### config.mk
export PLATFORM = sky130hd
export DESIGN_NAME = ternary_coeff_streamer
export DESIGN_NICKNAME = d
export VERILOG_FILES = /design/src/rtl/ntru_pkg.sv /design/src/rtl/coeff_shift_reg.sv /design/src/rtl/ternary_coeff_streamer.sv
export SDC_FILE = /design/constraint.sdc
export NUM_CORES = 2
export LEC_CHECK = 0
export BUFFER_PORTS_ARGS = -buffer_cell sky130_fd_sc_hd__buf_2
export CAP_MARGIN = 10
export CELL_PAD_IN_SITES_DETAIL_PLACEMENT = 1
export CELL_PAD_IN_SITES_GLOBAL_PLACEMENT = 2
export CORE_AREA = 2 2 546 548
export CTS_CLUSTER_SIZE = 25
export DETAILED_ROUTE_END_ITERATION = 8
export DIE_AREA = 0 0 548 550
export PLACE_DENSITY_LB_ADDON = 0.1
export RECOVER_POWER = 100
export SLEW_MARGIN = 15
export SYNTH_ARGS = -nofsm -noshare
export SYNTH_HDL_FRONTEND = slang
export SYNTH_SLANG_ARGS = --single-unit
### constraint.sdc
create_clock -name clk -period 29.2 [get_ports clk]
set_clock_uncertainty 0.1 [all_clocks]
set_input_delay 2.92 -clock clk [delete_from_list [all_inputs] [get_ports clk]]
set_output_delay 2.92 -clock clk [all_outputs]
set_load 0.03 [all_outputs]
### src/rtl/ntru_pkg.sv
// Shared NTRU definitions: polynomial length, ternary coefficient codes and streamer states.
package ntru_pkg;

  localparam int unsigned NUM_N = 701;

  localparam logic [1:0] COEF_ZERO = 2'b00;
  localparam logic [1:0] COEF_POS  = 2'b01;
  localparam logic [1:0] COEF_NEG  = 2'b11;

  typedef enum logic [2:0] {
    StIdle,
    StArm,
    StStream,
    StDrain,
    StDone
  } streamer_state_t;

endpackage

### src/rtl/coeff_shift_reg.sv
// Parallel-load coefficient register; shifts toward the top so head is always the next
// coefficient to emit (highest index first).
module coeff_shift_reg #(
  parameter int unsigned NUM_N = 701
) (
  input  logic               clk,
  input  logic               load,
  input  logic               shift,
  input  logic [2*NUM_N-1:0] din,
  output logic [1:0]         head
);

  logic [2*NUM_N-1:0] data_q;

  always_ff @(posedge clk) begin
    if (load) begin
      data_q <= din;
    end else if (shift) begin
      data_q <= {data_q[2*NUM_N-3:0], 2'b00};
    end
  end

  assign head = data_q[2*NUM_N-1 -: 2];

endmodule

### src/rtl/ternary_coeff_streamer.sv
// Streams a latched ternary polynomial to the multiplier, one 2-bit coefficient per cycle,
// highest index first, with an init pulse before and a drain cycle after.
module ternary_coeff_streamer #(
  parameter int unsigned NUM_N = ntru_pkg::NUM_N,
  parameter int unsigned CNT_W = $clog2(NUM_N + 1)
) (
  input  logic               clk,
  input  logic               rst,
  input  logic               start,
  input  logic               abort,
  input  logic [2*NUM_N-1:0] poly_in,
  output logic               busy,
  output logic               mul_en,
  output logic [1:0]         rin,
  output logic               done,
  output logic               err,
  output logic [CNT_W-1:0]   weight
);
  import ntru_pkg::*;

  localparam logic [CNT_W-1:0] LastCnt = CNT_W'(NUM_N - 1);

  streamer_state_t state_q, state_d;
  logic [CNT_W-1:0] cnt_q, cnt_d;
  logic [CNT_W-1:0] weight_q, weight_d;
  logic             err_q, err_d;
  logic [1:0]       rin_q, rin_d;
  logic             busy_q, mul_en_q, done_q;
  logic             load, shift, emit;
  logic [1:0]       head;

  coeff_shift_reg #(
    .NUM_N(NUM_N)
  ) u_shift_reg (
    .clk  (clk),
    .load (load),
    .shift(shift),
    .din  (poly_in),
    .head (head)
  );

  always_comb begin
    state_d  = state_q;
    cnt_d    = cnt_q;
    weight_d = weight_q;
    err_d    = err_q;
    rin_d    = COEF_ZERO;
    load     = 1'b0;
    shift    = 1'b0;
    emit     = 1'b0;

    unique case (state_q)
      StIdle: begin
        if (start) begin
          state_d  = StArm;
          load     = 1'b1;
          cnt_d    = '0;
          weight_d = '0;
          err_d    = 1'b0;
        end
      end
      StArm: begin
        state_d = StStream;
        emit    = 1'b1;
      end
      StStream: begin
        cnt_d = cnt_q + CNT_W'(1);
        // The coefficient for the next STREAM cycle is emitted at this edge.
        if (cnt_q == LastCnt) begin
          state_d = StDrain;
        end else begin
          emit = 1'b1;
        end
      end
      StDrain: state_d = StDone;
      StDone:  state_d = StIdle;
      default: state_d = StIdle;
    endcase

    if (abort && (state_q inside {StArm, StStream, StDrain})) begin
      state_d = StIdle;
      emit    = 1'b0;
    end

    if (emit) begin
      shift = 1'b1;
      case (head)
        COEF_POS, COEF_NEG: begin
          rin_d    = head;
          weight_d = weight_q + CNT_W'(1);
        end
        COEF_ZERO: rin_d = COEF_ZERO;
        default:   err_d = 1'b1;
      endcase
    end
  end

  always_ff @(posedge clk) begin
    if (rst) begin
      state_q  <= StIdle;
      cnt_q    <= '0;
      weight_q <= '0;
      err_q    <= 1'b0;
      rin_q    <= COEF_ZERO;
      busy_q   <= 1'b0;
      mul_en_q <= 1'b0;
      done_q   <= 1'b0;
    end else begin
      state_q  <= state_d;
      cnt_q    <= cnt_d;
      weight_q <= weight_d;
      err_q    <= err_d;
      rin_q    <= rin_d;
      busy_q   <= (state_d != StIdle);
      mul_en_q <= (state_d == StArm);
      done_q   <= (state_d == StDone);
    end
  end

  assign busy   = busy_q;
  assign mul_en = mul_en_q;
  assign rin    = rin_q;
  assign done   = done_q;
  assign err    = err_q;
  assign weight = weight_q;

endmodule

==> impl_metrics.csv <==
group,metric,value,unit
synth,yosysMostFrequentCell,"sky130_fd_sc_hd__nand2_1",
pwr,cellInternalPower,4.068,mW
global_routing,grt-ovfl-total,0,
clocking,cts-root-buf,"sky130_fd_sc_hd__clkbuf_16",
final_layout,post_route_cells_drive_above_1_share,21.94,%
detailed_routing,final_antenna_net_count,0,
sta,final.min_clock_period,16.62,ns
sta,setup_viol_count_final,0,
global_routing,groute.usage.overall,16.67,%
synth,synthTopCellsByArea,"sky130_fd_sc_hd__edfxtp_1 68%, sky130_fd_sc_hd__nand2_1 26%, sky130_fd_sc_hd__buf_6 2.1%",
run,maxCapViolCount,30,
worst_hold_path,hold_depth,2,
pwr,powerDensity,70.78,mW/mm^2
clocking,clock_path_buffers,4,
synth,top_cells_by_instance_count_after_synthesis,"4214 x sky130_fd_sc_hd__nand2_1, 1402 x sky130_fd_sc_hd__edfxtp_1, 168 x sky130_fd_sc_hd__buf_2",
floorplan,ioPinCount,1422,
floorplan,floorplan.rows,200,
floorplan,die_w,548,um
clocking,clkLatencyLatePin,0.83,ns
critical_path,worstSetupPathType,"in -> reg",
critical_path,timing.rr.start,"state_q[0]",
critical_path,worst_path_largest_cell_delay,3.01,ns
detailed_routing,detail_route.drc_violations,0,
synth,synth_net_count,7502,
global_routing,grt.busiest_layer,"met2",
final_layout,final_cell_area,0.07753,mm^2
pwr,clock_power_share,40.0,%
synth,syn_avg_cell_area,10.11,um^2
synth,synth_register_bits,1431,
placement,preCtsSetupSlack,19.60,ns
final_layout,layout-area-overhead-vs-synth,25.85,%
sta,max_slew.worst_pin.slew,9.250,ns
clocking,cts_inserted_buffers,188,
sta,top_achievable_clock_speed,60.17,MHz
clocking,cts_setup_buffers,0,
critical_path,critical_path_peak_fanout,136,
floorplan,chipHeight,550,um
sta,total_negative_setup_slack,0,ns
critical_path,ff2ff_setup_slack,13.91,ns
detailed_routing,wire_per_inst,22.28,um
pwr,share_seq_of_total_power,48.8,%
pwr,power.switching_fraction,25.87,%
synth,synth.yosys.seq_area_share,69.28,%
placement,placedInstanceArea,0.07189,mm^2
worst_hold_path,hold_path_startpoint,"u_shift_reg.data_q[645]",
floorplan,placeableCoreArea,0.2955,mm^2
detailed_routing,post_detailed_route_via_to_cell_ratio,4.146,
synth,synth-edff-count,1402,
critical_path,critical_path.most_common_cell,"sky130_fd_sc_hd__clkbuf_1",
synth,yosys_most_used_dff,"sky130_fd_sc_hd__edfxtp_1",
final_layout,non_filler_instance_count_after_layout,11620,
final_layout,finish.utilization,26.23,%
detailed_routing,dr.first_iter.drc_count,3118,
synth,post_synth_inst_count,6093,
floorplan,die_area,0.3014,mm^2
worst_hold_path,hp-class,"reg -> reg",
clocking,cts_resized,0,
floorplan,floorplan.initialDensity,20.85,%
clocking,clock_sinks,1431,
placement,detailed_place_hpwl,189900,um
synth,synth_async_sr_flop_share,0,%
sta,hold_viol_final,0,
placement,gp_congestion,0.8035,
critical_path,r2r_end,"u_shift_reg.data_q[938]",
detailed_routing,detailedRoute.firstPassIterationCount,5,
synth,synthDominantCellAreaShare,68.34,%
critical_path,cp_startpoint_kind,"input port",
critical_path,timing.critical_path.cells,"clkbuf_1 > nor4b_1 > a31o_1 > clkbuf_1 > clkbuf_1 > clkbuf_1 > clkbuf_1 > buf_12 > buf_4",
critical_path,critical_path_arrival,16.97,ns
pwr,ir_worst_vdd,45.04,uV
synth,synth_area,0.06161,mm^2
global_routing,first_pass_grt_wire_length,363300,um
sta,hold-worst-slack,0.3981,ns
run_status,run_status,"finished, violations left",
sta,rsz0062_at_grt,"false",
placement,port-buffer-count,1421,
clocking,htree_levels,4,
critical_path,timing.critical_path.slowest_stage_cell,"sky130_fd_sc_hd__clkbuf_1",
global_routing,first_global_vias,48900,
global_routing,antenna_found_initial,531,
synth,synth.distinct_cells,49,
critical_path,critical-path-top-delay-family,"buffers and inverters",
synth,post-synth-top-area-cell,"sky130_fd_sc_hd__edfxtp_1",
worst_hold_path,timing.hold.worst_endpoint,"u_shift_reg.data_q[647]",
global_routing,met2_usage,27.41,%
sta,max-slew-margin-rel,-516.6,%
pwr,p_comb_share,11.2,%
pwr,cellLeakagePower,35.01,nW
critical_path,reg2regPathDepth,9,
detailed_routing,via_count,48190,
clocking,clock_tree_from_tritoncts,"built",
critical_path,timing.critical_path.required,29.55,ns
sta,period_share,56.91,%
run_status,failed_checks,"max-capacitance violations, max-slew violations",
pwr,total_power,5.488,mW
synth,ys_warn_count,0,
global_routing,grt_max_degree,198,
detailed_routing,drt-total-wl,259000,um
global_routing,grt_use_met1,19.50,%
global_routing,groute.layer.met3.usage,8.183,%
final_layout,layout.nets,8849,
clocking,clk_pin_slew_worst_paths,0.06,ns
sta,slew_violations,2163,
pwr,power_switching,1.420,mW
placement,dp_cells,11190,
critical_path,crit_buf_inv,7,
clocking,cts_hold_buffers,0,
sta,setup_ws,12.58,ns
critical_path,endpoint_kind,"flip-flop",
power groups by stage:
stage,clock [mW],sequential (mW),combinational (mW)
after CTS,2.29,2.67,0.627
after global placement,0,2.71,0.617
final,2.20,2.68,0.613
after global routing,2.36,2.71,0.717
after floorplan,0,2.83,0.384
after detailed placement,0,2.71,0.623
per-layer routing:
metal	wire length, um	part of all wire, %
met1	100100	39
met2	119100	46
met3	30190	12
met4	7854	3.0
met5	1785	0.69
final cells by class:
type | count | area [um^2]
flip-flops and latches | 1431 | 42680
clock inverters | 68 | 449.2
well taps | 3939 | 4928
fillers | 34280 | 218000
diodes | 106 | 265.3
multi-input cells | 4330 | 16610
inverters | 13 | 48.80
repair buffers | 1476 | 7446
clock buffers | 261 | 5106
cell usage in the layout, fill, tap and decap left out, drive strengths merged, types with 2 or more instances in the layout:
master,n
a21oi,9
o211ai,3
and3,7
nand2b,4
edfxtp,1402
clkinv,61
buf,1429
and4,2
nor2b,2
nand2,4214
diode,106
mux2,5
clkbuf,308
inv,16
nor4,4
and2,4
o221ai,4
a2111oi,2
nand3,10
dfxtp,29
or3,3
mux2i,2
o21ai,7
nor3,4
ha,3
nor2,15
nand4,5
bufinv,4
or2,3
nand4b,2
cells by family after synthesis:
logic type                 after synthesis  share of synthesized area, %
and+or+nand+nor                       4285                         26.39
DFF                                   1431                         69.28
buffers and inverters                  332                         3.759
AOI/OAI and AO/OA                       34                        0.3696
muxes                                    7                        0.1300
adders and majority gates                3                       0.06093
xor gates and xnor gates                 1                       0.01422
worst max-delay path by stage:
stage	startpoint	end	slack (ns)	depth (start not counted)
4_1_cts	start	u_shift_reg.data_q[1069]	20.56	9
2_1_floorplan	start	u_shift_reg.data_q[0]	6.41	4
3_3_place_gp	abort	u_shift_reg.data_q[1033]	19.68	9
5_1_grt	start	u_shift_reg.data_q[817]	10.76	9
3_5_place_dp	start	u_shift_reg.data_q[1033]	19.60	9
6_report	start	u_shift_reg.data_q[938]	12.58	9
flip-flops by register name, indices dropped and copies added, names as in the netlist:
signal and cells:
err 1, state_q 3, rin 2, mul_en 1
cnt_q 10, busy 1, weight 10, u_shift_reg.data_q 1402
done 1
worst min-delay path, stage by stage, from the launching register on:
cell and delay (ns):
sky130_fd_sc_hd__edfxtp_1 0.32, sky130_fd_sc_hd__nand2_1 0.05, sky130_fd_sc_hd__nand2_1 0.05
No activity file was read; power rests on OpenSTA's default activity.
